<file path="src/rtl/time_set_ctrl_pkg.sv">
// Shared types for the time-set controller: FSM state encoding, BCD digit
// types, the hour/minute wrap limits and the two-digit BCD increment.
package time_set_pkg;

  typedef logic [3:0] bcd_t;

  typedef struct packed {
    bcd_t hi;
    bcd_t lo;
  } bcd2_t;

  typedef enum logic [1:0] {
    RUN      = 2'd0,
    SET_HOUR = 2'd1,
    SET_MIN  = 2'd2,
    LOAD     = 2'd3
  } state_t;

  localparam bcd2_t HOUR_MAX = '{hi: 4'd2, lo: 4'd3};
  localparam bcd2_t MIN_MAX  = '{hi: 4'd5, lo: 4'd9};

  // Advance a two-digit BCD value by one, wrapping to 00 after lim.
  function automatic bcd2_t bcd2_inc(input bcd2_t v, input bcd2_t lim);
    bcd2_t r;
    if (v == lim) begin
      r = '0;
    end else if (v.lo == 4'd9) begin
      r.hi = v.hi + 4'd1;
      r.lo = 4'd0;
    end else begin
      r.hi = v.hi;
      r.lo = v.lo + 4'd1;
    end
    return r;
  endfunction

endpackage

</file>
<file path="src/rtl/time_set_ctrl_if.sv">
// Signal bundle between the time-set controller, the buttons/divider that
// feed it and the timer/display that consume its outputs.
interface time_set_ctrl_if;
  import time_set_pkg::*;

  logic       tick;
  logic       modeBtn;
  logic       incBtn;
  bcd_t       curHMSD;
  bcd_t       curHLSD;
  bcd_t       curMMSD;
  bcd_t       curMLSD;
  logic       load;
  bcd_t       ldHMSD;
  bcd_t       ldHLSD;
  bcd_t       ldMMSD;
  bcd_t       ldMLSD;
  logic       holdTime;
  logic       blinkHours;
  logic       blinkMins;
  logic [1:0] setState;

  modport master (
    output tick, modeBtn, incBtn, curHMSD, curHLSD, curMMSD, curMLSD,
    input  load, ldHMSD, ldHLSD, ldMMSD, ldMLSD,
    input  holdTime, blinkHours, blinkMins, setState
  );

  modport slave (
    input  tick, modeBtn, incBtn, curHMSD, curHLSD, curMMSD, curMLSD,
    output load, ldHMSD, ldHLSD, ldMMSD, ldMLSD,
    output holdTime, blinkHours, blinkMins, setState
  );

endinterface

</file>
<file path="src/rtl/time_set_ctrl_btn_debounce.sv">
// Button debouncer: accepts a new level after DEBOUNCE consecutive differing
// samples and emits a one-cycle press pulse on each accepted rising edge.
module btn_debounce #(
  parameter logic [19:0] DEBOUNCE = 20'd500000
) (
  input  logic clk,
  input  logic reset,
  input  logic raw,
  output logic press
);

  logic [19:0] cnt;
  logic        level;

  always_ff @(posedge clk) begin
    if (reset) begin
      cnt   <= '0;
      level <= 1'b0;
      press <= 1'b0;
    end else begin
      press <= 1'b0;
      if (raw == level) begin
        cnt <= '0;
      end else if (cnt >= DEBOUNCE - 20'd1) begin
        // This edge is the DEBOUNCE-th differing sample: accept the new level.
        cnt   <= '0;
        level <= raw;
        press <= raw;
      end else begin
        cnt <= cnt + 20'd1;
      end
    end
  end

endmodule

</file>
<file path="src/rtl/time_set_ctrl.sv">
// Time-set controller: two debounced buttons step through hour/minute edit
// states on a shadow copy of the time, then strobe it into the timer.
module time_set_ctrl
  import time_set_pkg::*;
#(
  parameter logic [19:0] DEBOUNCE = 20'd500000,
  parameter logic [5:0]  TIMEOUT  = 6'd30
) (
  input logic             clk,
  input logic             reset,
  time_set_ctrl_if.slave  bus
);

  logic   mode_ev;
  logic   inc_ev;
  state_t state;
  state_t state_nxt;
  logic [5:0] idle;
  logic   blink_phase;
  logic   blink_nxt;
  logic   in_set;
  logic   timed_out;
  bcd2_t  sh_hour;
  bcd2_t  sh_min;
  logic   load_pulse;
  logic   hold;
  logic   blink_h;
  logic   blink_m;

  btn_debounce #(.DEBOUNCE(DEBOUNCE)) u_mode_db (
    .clk   (clk),
    .reset (reset),
    .raw   (bus.modeBtn),
    .press (mode_ev)
  );

  btn_debounce #(.DEBOUNCE(DEBOUNCE)) u_inc_db (
    .clk   (clk),
    .reset (reset),
    .raw   (bus.incBtn),
    .press (inc_ev)
  );

  // Mode always takes precedence over inc; an event in the same cycle as the
  // timeout keeps the edit alive since it also restarts the idle count.
  function automatic state_t fsm_next(input state_t s, input logic m,
                                      input logic i, input logic to);
    state_t n;
    n = s;
    case (s)
      RUN:      if (m) n = SET_HOUR;
      SET_HOUR: if (m) n = SET_MIN; else if (!i && to) n = RUN;
      SET_MIN:  if (m) n = LOAD;    else if (!i && to) n = RUN;
      default:  n = RUN;
    endcase
    return n;
  endfunction

  assign in_set    = (state == SET_HOUR) || (state == SET_MIN);
  assign timed_out = in_set && (idle >= TIMEOUT);
  assign state_nxt = fsm_next(state, mode_ev, inc_ev, timed_out);
  assign blink_nxt = (state_nxt inside {SET_HOUR, SET_MIN}) &&
                     (blink_phase ^ (in_set && bus.tick));

  always_ff @(posedge clk) begin
    if (reset) begin
      state       <= RUN;
      idle        <= '0;
      blink_phase <= 1'b0;
      sh_hour     <= '0;
      sh_min      <= '0;
      load_pulse  <= 1'b0;
      hold        <= 1'b0;
      blink_h     <= 1'b0;
      blink_m     <= 1'b0;
    end else begin
      state       <= state_nxt;
      blink_phase <= blink_nxt;
      load_pulse  <= (state_nxt == LOAD);
      hold        <= (state_nxt != RUN);
      blink_h     <= (state_nxt == SET_HOUR) && blink_nxt;
      blink_m     <= (state_nxt == SET_MIN) && blink_nxt;

      case (state)
        RUN: begin
          idle <= '0;
          if (mode_ev) begin
            sh_hour <= '{hi: bus.curHMSD, lo: bus.curHLSD};
            sh_min  <= '{hi: bus.curMMSD, lo: bus.curMLSD};
          end
        end
        SET_HOUR: begin
          if (mode_ev || inc_ev)
            idle <= '0;
          else if (bus.tick && idle != 6'h3f)
            idle <= idle + 6'd1;
          if (!mode_ev && inc_ev)
            sh_hour <= bcd2_inc(sh_hour, HOUR_MAX);
        end
        SET_MIN: begin
          if (mode_ev || inc_ev)
            idle <= '0;
          else if (bus.tick && idle != 6'h3f)
            idle <= idle + 6'd1;
          if (!mode_ev && inc_ev)
            sh_min <= bcd2_inc(sh_min, MIN_MAX);
        end
        default: idle <= '0;
      endcase
    end
  end

  assign bus.load       = load_pulse;
  assign bus.holdTime   = hold;
  assign bus.blinkHours = blink_h;
  assign bus.blinkMins  = blink_m;
  assign bus.setState   = state;
  assign bus.ldHMSD     = sh_hour.hi;
  assign bus.ldHLSD     = sh_hour.lo;
  assign bus.ldMMSD     = sh_min.hi;
  assign bus.ldMLSD     = sh_min.lo;

endmodule

</file>
<file path="src/flat_wrapper.sv">
// flat-port wrapper written by rule: the top's interface ports become plain ports
module time_set_ctrl_flat import time_set_pkg::*;
#(
  parameter logic [19:0] DEBOUNCE = 20'd500000,
  parameter logic [5:0]  TIMEOUT  = 6'd30
)
  (clk, reset, bus_tick, bus_modeBtn, bus_incBtn, bus_curHMSD, bus_curHLSD, bus_curMMSD, bus_curMLSD, bus_load, bus_ldHMSD, bus_ldHLSD, bus_ldMMSD, bus_ldMLSD, bus_holdTime, bus_blinkHours, bus_blinkMins, bus_setState);
  time_set_ctrl_if bus_i ();
  input logic clk;
  input logic reset;
  input wire logic [$bits(bus_i.tick)-1:0] bus_tick;
  input wire logic [$bits(bus_i.modeBtn)-1:0] bus_modeBtn;
  input wire logic [$bits(bus_i.incBtn)-1:0] bus_incBtn;
  input wire logic [$bits(bus_i.curHMSD)-1:0] bus_curHMSD;
  input wire logic [$bits(bus_i.curHLSD)-1:0] bus_curHLSD;
  input wire logic [$bits(bus_i.curMMSD)-1:0] bus_curMMSD;
  input wire logic [$bits(bus_i.curMLSD)-1:0] bus_curMLSD;
  output wire logic [$bits(bus_i.load)-1:0] bus_load;
  output wire logic [$bits(bus_i.ldHMSD)-1:0] bus_ldHMSD;
  output wire logic [$bits(bus_i.ldHLSD)-1:0] bus_ldHLSD;
  output wire logic [$bits(bus_i.ldMMSD)-1:0] bus_ldMMSD;
  output wire logic [$bits(bus_i.ldMLSD)-1:0] bus_ldMLSD;
  output wire logic [$bits(bus_i.holdTime)-1:0] bus_holdTime;
  output wire logic [$bits(bus_i.blinkHours)-1:0] bus_blinkHours;
  output wire logic [$bits(bus_i.blinkMins)-1:0] bus_blinkMins;
  output wire logic [$bits(bus_i.setState)-1:0] bus_setState;
  assign bus_i.tick = bus_tick;
  assign bus_i.modeBtn = bus_modeBtn;
  assign bus_i.incBtn = bus_incBtn;
  assign bus_i.curHMSD = bus_curHMSD;
  assign bus_i.curHLSD = bus_curHLSD;
  assign bus_i.curMMSD = bus_curMMSD;
  assign bus_i.curMLSD = bus_curMLSD;
  assign bus_load = bus_i.load;
  assign bus_ldHMSD = bus_i.ldHMSD;
  assign bus_ldHLSD = bus_i.ldHLSD;
  assign bus_ldMMSD = bus_i.ldMMSD;
  assign bus_ldMLSD = bus_i.ldMLSD;
  assign bus_holdTime = bus_i.holdTime;
  assign bus_blinkHours = bus_i.blinkHours;
  assign bus_blinkMins = bus_i.blinkMins;
  assign bus_setState = bus_i.setState;
  time_set_ctrl #(.DEBOUNCE(DEBOUNCE), .TIMEOUT(TIMEOUT)) u_core (.clk(clk), .reset(reset), .bus(bus_i));
endmodule
</file>
<file path="config.mk">
export PLATFORM = sky130hd
export DESIGN_NAME = time_set_ctrl_flat
export DESIGN_NICKNAME = d
export VERILOG_FILES = /design/src/rtl/time_set_ctrl_pkg.sv /design/src/rtl/time_set_ctrl_if.sv /design/src/rtl/time_set_ctrl_btn_debounce.sv /design/src/rtl/time_set_ctrl.sv /design/src/flat_wrapper.sv
export SDC_FILE = /design/constraint.sdc
export NUM_CORES = 1
export LEC_CHECK = 0
export ABC_AREA = 0
export CORE_MARGIN = 3
export CORE_UTILIZATION = 53
export CTS_BUF_LIST = sky130_fd_sc_hd__clkbuf_4
export DETAILED_ROUTE_END_ITERATION = 6
export PLACE_DENSITY_LB_ADDON = 0.05
export SYNTH_ARGS = -nofsm -noshare
export SYNTH_HDL_FRONTEND = slang
export SYNTH_SLANG_ARGS = --single-unit
</file>
<file path="constraint.sdc">
create_clock -name clk -period 4.4 [get_ports clk]
set_clock_uncertainty 0.2 [all_clocks]
set_input_delay 0.66 -clock clk [delete_from_list [all_inputs] [get_ports clk]]
set_output_delay 0.66 -clock clk [all_outputs]
set_load 0.01 [all_outputs]
</file>
**Word level (Yosys, flattened, before mapping)**

Index checks and enable logic that the tools add are counted.

- $lt $le $gt $ge: 3
- $add $sub $neg: 7
- Reduce and logical (&&, ||, !) cells: 29
- Bitwise logic cells: 6
- Muxes and demuxes: 15
- Equality and inequality tests: 17

Operator list:

| operator | count |
|---|---|
| 2-to-1 mux 8 bit | 8 |
| adder 20 x 1 -> 20 bit, second input constant | 2 |
| greater-or-equal comparator 20 x 19 -> 1 bit, second input constant | 2 |
| one-hot mux 8 bit (2 select lines) | 2 |
| adder 4 x 1 -> 4 bit, second input constant | 4 |
| OR reduction 3 bit | 5 |
| == test 4 bit, second input constant | 2 |
| == test 8 x 6 -> 1 bit, second input constant | 1 |
| == test 8 x 7 -> 1 bit, second input constant | 1 |
| logical AND 1 bit | 8 |
| 2-to-1 mux 2 bit | 4 |
| AND reduction 4 bit | 2 |
| nonzero test 2 bit | 4 |
| adder 6 x 1 -> 6 bit, second input constant | 1 |
| == test 2 bit, second input constant | 3 |
| greater-or-equal comparator 6 x 5 -> 1 bit, second input constant | 1 |
| inequality test 2 bit, second input constant | 3 |
| inequality test 3 bit, second input constant | 2 |
| inequality test 6 bit, second input constant | 1 |
| one-hot mux 2 bit (3 select lines) | 1 |
| AND reduction 3 bit | 2 |
| inverter 1 bit | 5 |
| == test 2 x 1 -> 1 bit, second input constant | 2 |
| AND reduction 2 bit | 2 |
| other kinds (6) | 9 |

- Output and inout bits: 22
- Flip-flop bits (word level): 73
- Bits of input ports: 21
- Word-level logic and storage cells: 94

**Depth between registers and ports, before layout**

- Word-level depth: 11
- Gate-level depth with buffers: 9

**Modules after synthesis**

From an unflattened synthesis, not the netlist that was laid out.

- Cell total of the unflattened synthesis: 434
- Area total of the unflattened synthesis: 3955.0 sq um

By module, submodules not included:

| module | instances | area each (sq um) | sequential area each (sq um) | cells each |
|---|---|---|---|---|
| btn_debounce | 2 | 1002.2 | 440.4 | 111 |
| time_set_ctrl | 1 | 1950.6 | 580.6 | 212 |

**Worst setup path after synthesis**

Ideal clock, no wire load.

- Path type: register to register
- From: register u_core.state[1] (netlist: u_core.bus.setState[1])
- To: register u_core.blink_h (netlist: u_core.bus.blinkHours)
- Buffers on the path: 0
- Setup slack: 2127 ps
- Cell stages (with the launch flop): 9
- Data arrival time: 1958 ps
- Clock period less this slack: 2273 ps
- Cell sequence: dfxtp_1 > inv_1 > ha_1 > nand2b_1 > o21bai_1 > o31ai_1 > ha_1 > and3_1 > and2_1

- Word-level cells in the longest chain between the ends: 11
- Elaborated cells on any way between the ends: 18
- Those cells by class: eq/ne (4); mux (5); bitwise (1); reduce/logical (8)

Ends and longest elaborated chain:

| element | RTL line | source |
|---|---|---|
| from (decl) | time_set_ctrl.sv:16 | `state_t state;` |
| from (signal assigned) | time_set_ctrl.sv:77 | `state <= state_nxt;` |
| == test 2 x 1 -> 1 bit or == test 2 bit (tied branches) | time_set_ctrl.sv:50, time_set_ctrl.sv:59 |  |
| logical OR 1 bit | time_set_ctrl.sv:59 | `assign in_set = (state == SET_HOUR) \|\| (state == SET_MIN);` |
| logical AND 1 bit | time_set_ctrl.sv:60 | `assign timed_out = in_set && (idle >= TIMEOUT);` |
| logical AND 1 bit | time_set_ctrl.sv:52, time_set_ctrl.sv:53 |  |
| 2-to-1 mux 2 bit | time_set_ctrl.sv:52, time_set_ctrl.sv:53 |  |
| 2-to-1 mux 2 bit, on equally long branches | time_set_ctrl.sv:53, time_set_ctrl.sv:52 |  |
| one-hot mux 2 bit (3 select lines) | time_set_ctrl.sv:50 | `case (s)` |
| == test 2 x 1 -> 1 bit or == test 2 bit (tied branches) | time_set_ctrl.sv:62, time_set_ctrl.sv:81 |  |
| nonzero test 2 bit | time_set_ctrl.sv:62 | `assign blink_nxt = (state_nxt inside {SET_HOUR, SET_MIN}) &&` |
| logical AND 1 bit | time_set_ctrl.sv:62 |  |
| logical AND 1 bit * | time_set_ctrl.sv:81 | `blink_h <= (state_nxt == SET_HOUR) && blink_nxt;` |
| to (signal assigned) | time_set_ctrl.sv:81 |  |
| to (decl) | time_set_ctrl.sv:27 | `logic blink_h;` |

Every way passes the cells marked *; elsewhere a longest branch is shown, timed or not.
A chain may end at the register's enable or synchronous reset.

**Worst setup path in the final report**

Same ends and word-level chain as after synthesis.

==> flow_summary.yaml <==
timing:
  holdWs_ns: 0.265
  slew_viol_final: 0
  setup_slack_ns: 1.86
  hold_viol: 0
  maxSlewHeadroom_pct: 47.0
  rsz0062_at_grt: "false"
  setup-tns-final_ns: 0
  period_needed_ns: 2.54
  finalSetupViolCount: 0
  fin_crit_sh_pct: 57.8
  tightest_slew_ns: 0.793
  fmax_ghz: 0.393
yosys:
  netlist_top_cells_area: "dfxtp_1 39%, ha_1 6.8%, nor2_1 5.5%, xnor2_1 5.2%, xor2_1 2.8%"
  synth-edff-count: 0
  syn_area_per_cell_um2: 8.73
  ys_top_cells_by_count: "73 x dfxtp_1, 54 x nor2_1, 23 x inv_1, 22 x nand2_1, 22 x xnor2_1"
  ys.flop_type: "dfxtp_1"
  ys_seq_area_share_pct: 39.5
  yosysTopAreaCell: "dfxtp_1"
  yosysMostFrequentCell: "dfxtp_1"
  async_reset_ff_share_pct: 0
  yosys_warnings: 0
  synthDistinctLibCells: 65
  ys_ff_latch: 73
  postSynthCellCount: 424
  synthesis.area_um2: 3700
  yosys.area.top_type_share_pct: 39.5
global_routing:
  grt_util_met3_pct: 5.02
  overflow: 0
  globalRouteTotalUtil_pct: 20.0
  grt_max_degree: 20
  busiest_layer: "met2"
  grt_pass1_wl_mm: 12.9
  gr-usage-met2_pct: 30.9
  met1_usage_pct: 27.2
  antenna_found_initial: 0
  first_global_vias: 2998
detailed_routing:
  vias_per_cell: 5.65
  num_vias: 3193
  ant_nets: 0
  post_drt_wl_per_cell_um: 13.4
  firstDrtPassIters: 5
  drc: 0
  drtIter0Drc: 133
  wirelength_mm: 7.56
run:
  drv_cap: 0
placement:
  post-place-ws_ns: 1.51
  place_congestion: 0.835
  portBuffers: 42
  dp_cells: 549
  dpl.hpwl_mm: 5.42
min_path:
  hp-start: "u_core.u_mode_db.level$_SDFFE_PP0P_"
  hold_path.class: "flip-flop to flip-flop"
cts:
  cts.clk_slew.worst_paths_ns: 0.12
  cts_root_buf: "clkbuf_4"
  clock-sinks: 73
  cts_setup_buffers: 0
  cts_tree: "done"
  cts_resized: 0
  insertion_delay_ns: 0.41
  cts_hold_buf: 0
  cts_max_level: 3
  cts.path.max_buffers: 2
  cts_inserted_buffers: 9
worst_setup_path:
  cp_common_cell: "ha_1"
  critPathKind: "flip-flop to flip-flop"
  startpoint_type: "flip-flop"
  cp_cell_sequence: "inv_1 > ha_1 > clkinv_1 > a211oi_1 > a21oi_1 > ha_1 > and3_1 > and2_1"
  end_kind: "flip-flop"
  slowest_stage: "dfxtp_1"
  worstReg2RegStart: "u_core.bus.setState[1]$_SDFF_PP0_"
  crit_path_start: "u_core.bus.setState[1]$_SDFF_PP0_"
  cp.arrival_ns: 2.66
  worstPathMaxFanout: 9
  required_ns: 4.52
  slowest_delay_ns: 0.37
cells_and_area:
  fillers: 559
  insertedDiodeCount: 0
  instances_no_fill: 565
  fin_util_pct: 66.1
  nNetsFinal: 508
  area.growth.synth_to_final_pct: 17.3
  final_layout_size_suffix_gt1_share_pct: 4.87
power_and_ir_drop:
  p_leak_nw: 1.49
  power_density_nw_per_um2: 291
  irDropWorstVdd_uv: 188
die:
  num_rows: 29
  dieArea_um2: 8030
  start_util_pct: 56.4
  ios: 43
  core_area_um2: 6570
  chipHeight_um: 89.6
  die_x_um: 89.6
status:
  outcome: "finished clean"
==> cell type report <==
cell class | instances | area, um2 | area share, %
Multi-Input combinational cell | 317 | 2090 | 48.2
Timing Repair Buffer | 42 | 420 | 9.68
Tap cell | 93 | 116 | 2.68
Clock buffer | 9 | 67.6 | 1.56
Inverter | 24 | 90.1 | 2.07
Clock inverter | 7 | 95.1 | 2.19
Sequential cell | 73 | 1460 | 33.6
==> critical path, delay by kind of cell (launching register included) <==
family | cells | cell delay, ns
AOI/OAI and AO/OA | 2 | 0.51
buffers and inverters | 2 | 0.43
DFF | 1 | 0.37
and+or+nand+nor | 2 | 0.31
adders and majority gates | 2 | 0.64
==> registers in the layout, indices dropped and copies added, names as in the netlist <==
signal / cells
u_core.idle: 6
u_core.u_inc_db.cnt: 20
u_core.bus.blinkMins: 1
u_core.blink_phase: 1
u_core.bus.ldMLSD: 4
u_core.bus.blinkHours: 1
u_core.bus.ldHMSD: 4
u_core.u_inc_db.level: 1
u_core.bus.holdTime: 1
u_core.bus.load: 1
u_core.bus.ldHLSD: 4
u_core.u_mode_db.level: 1
u_core.bus.ldMMSD: 4
u_core.u_inc_db.press: 1
u_core.bus.setState: 2
u_core.u_mode_db.cnt: 20
u_core.u_mode_db.press: 1
==> placed cells by master (no fill, tap or decap), types with 9 or more instances in the layout <==
| cell type | n |
|---|---|
| dfxtp_1 | 73 |
| inv_1 | 23 |
| nor3_1 | 17 |
| ha_1 | 20 |
| nand3_1 | 17 |
| nand2_1 | 22 |
| clkbuf_4 | 9 |
| xor2_1 | 12 |
| nand4_1 | 11 |
| xnor2_1 | 22 |
| a21oi_1 | 19 |
| o21ai_0 | 14 |
| nor2_1 | 54 |
| clkdlybuf4s50_1 | 42 |
==> per-layer routing <==
layer | routed length, um | up-vias | part of all wire (%)
met2 | 3490 | 78 | 46
met4 | 98 | 0 | 1.3
met1 | 3650 | 1486 | 48
li1 | - | 1617 | -
met5 | 0 | - | 0
met3 | 330 | 12 | 4.4
==> cells by family (layout without fill, tap and decap cells) <==
family | after synthesis | count (layout) | share of synthesized area, %
adders and majority gates | 20 | 20 | 6.76
and+or+nand+nor | 176 | 176 | 25.1
other | 1 | 2 | 0.101
muxes | 2 | 2 | 0.541
xor gates and xnor gates | 34 | 34 | 8.04
DFF | 73 | 73 | 39.5
AOI/OAI and AO/OA | 83 | 83 | 15.9
buffers and inverters | 35 | 82 | 4.12
==> path summary, 6_finish.rpt <==
| check | end | slack [ns] | depth (start not counted) |
|---|---|---|---|
| setup / recovery | u_core.bus.blinkHours$_SDFF_PP0_ | 1.86 | 8 |
| hold / removal | u_core.u_mode_db.press$_SDFF_PP0_ | 0.27 | 1 |
| setup reg to reg | u_core.bus.blinkHours$_SDFF_PP0_ | 1.86 | 8 |
| hold reg to reg | u_core.u_mode_db.press$_SDFF_PP0_ | 0.27 | 1 |
==> metrics by stage <==
step                power, mW  instance area (um2)
detailed placement      0.808                 4180
CTS                      1.28                 4340
global placement        0.807                 4180
floorplan               0.761                 3710
finish                   1.26                 4340
global route             1.32                 4340
==> report_power, final <==
part | switching (mW) | internal [mW]
logic | 0.0518 | 0.0543
clock network | 0.240 | 0.230
registers | 0.0143 | 0.674
Note: power is estimated with default switching activity, not from simulation.
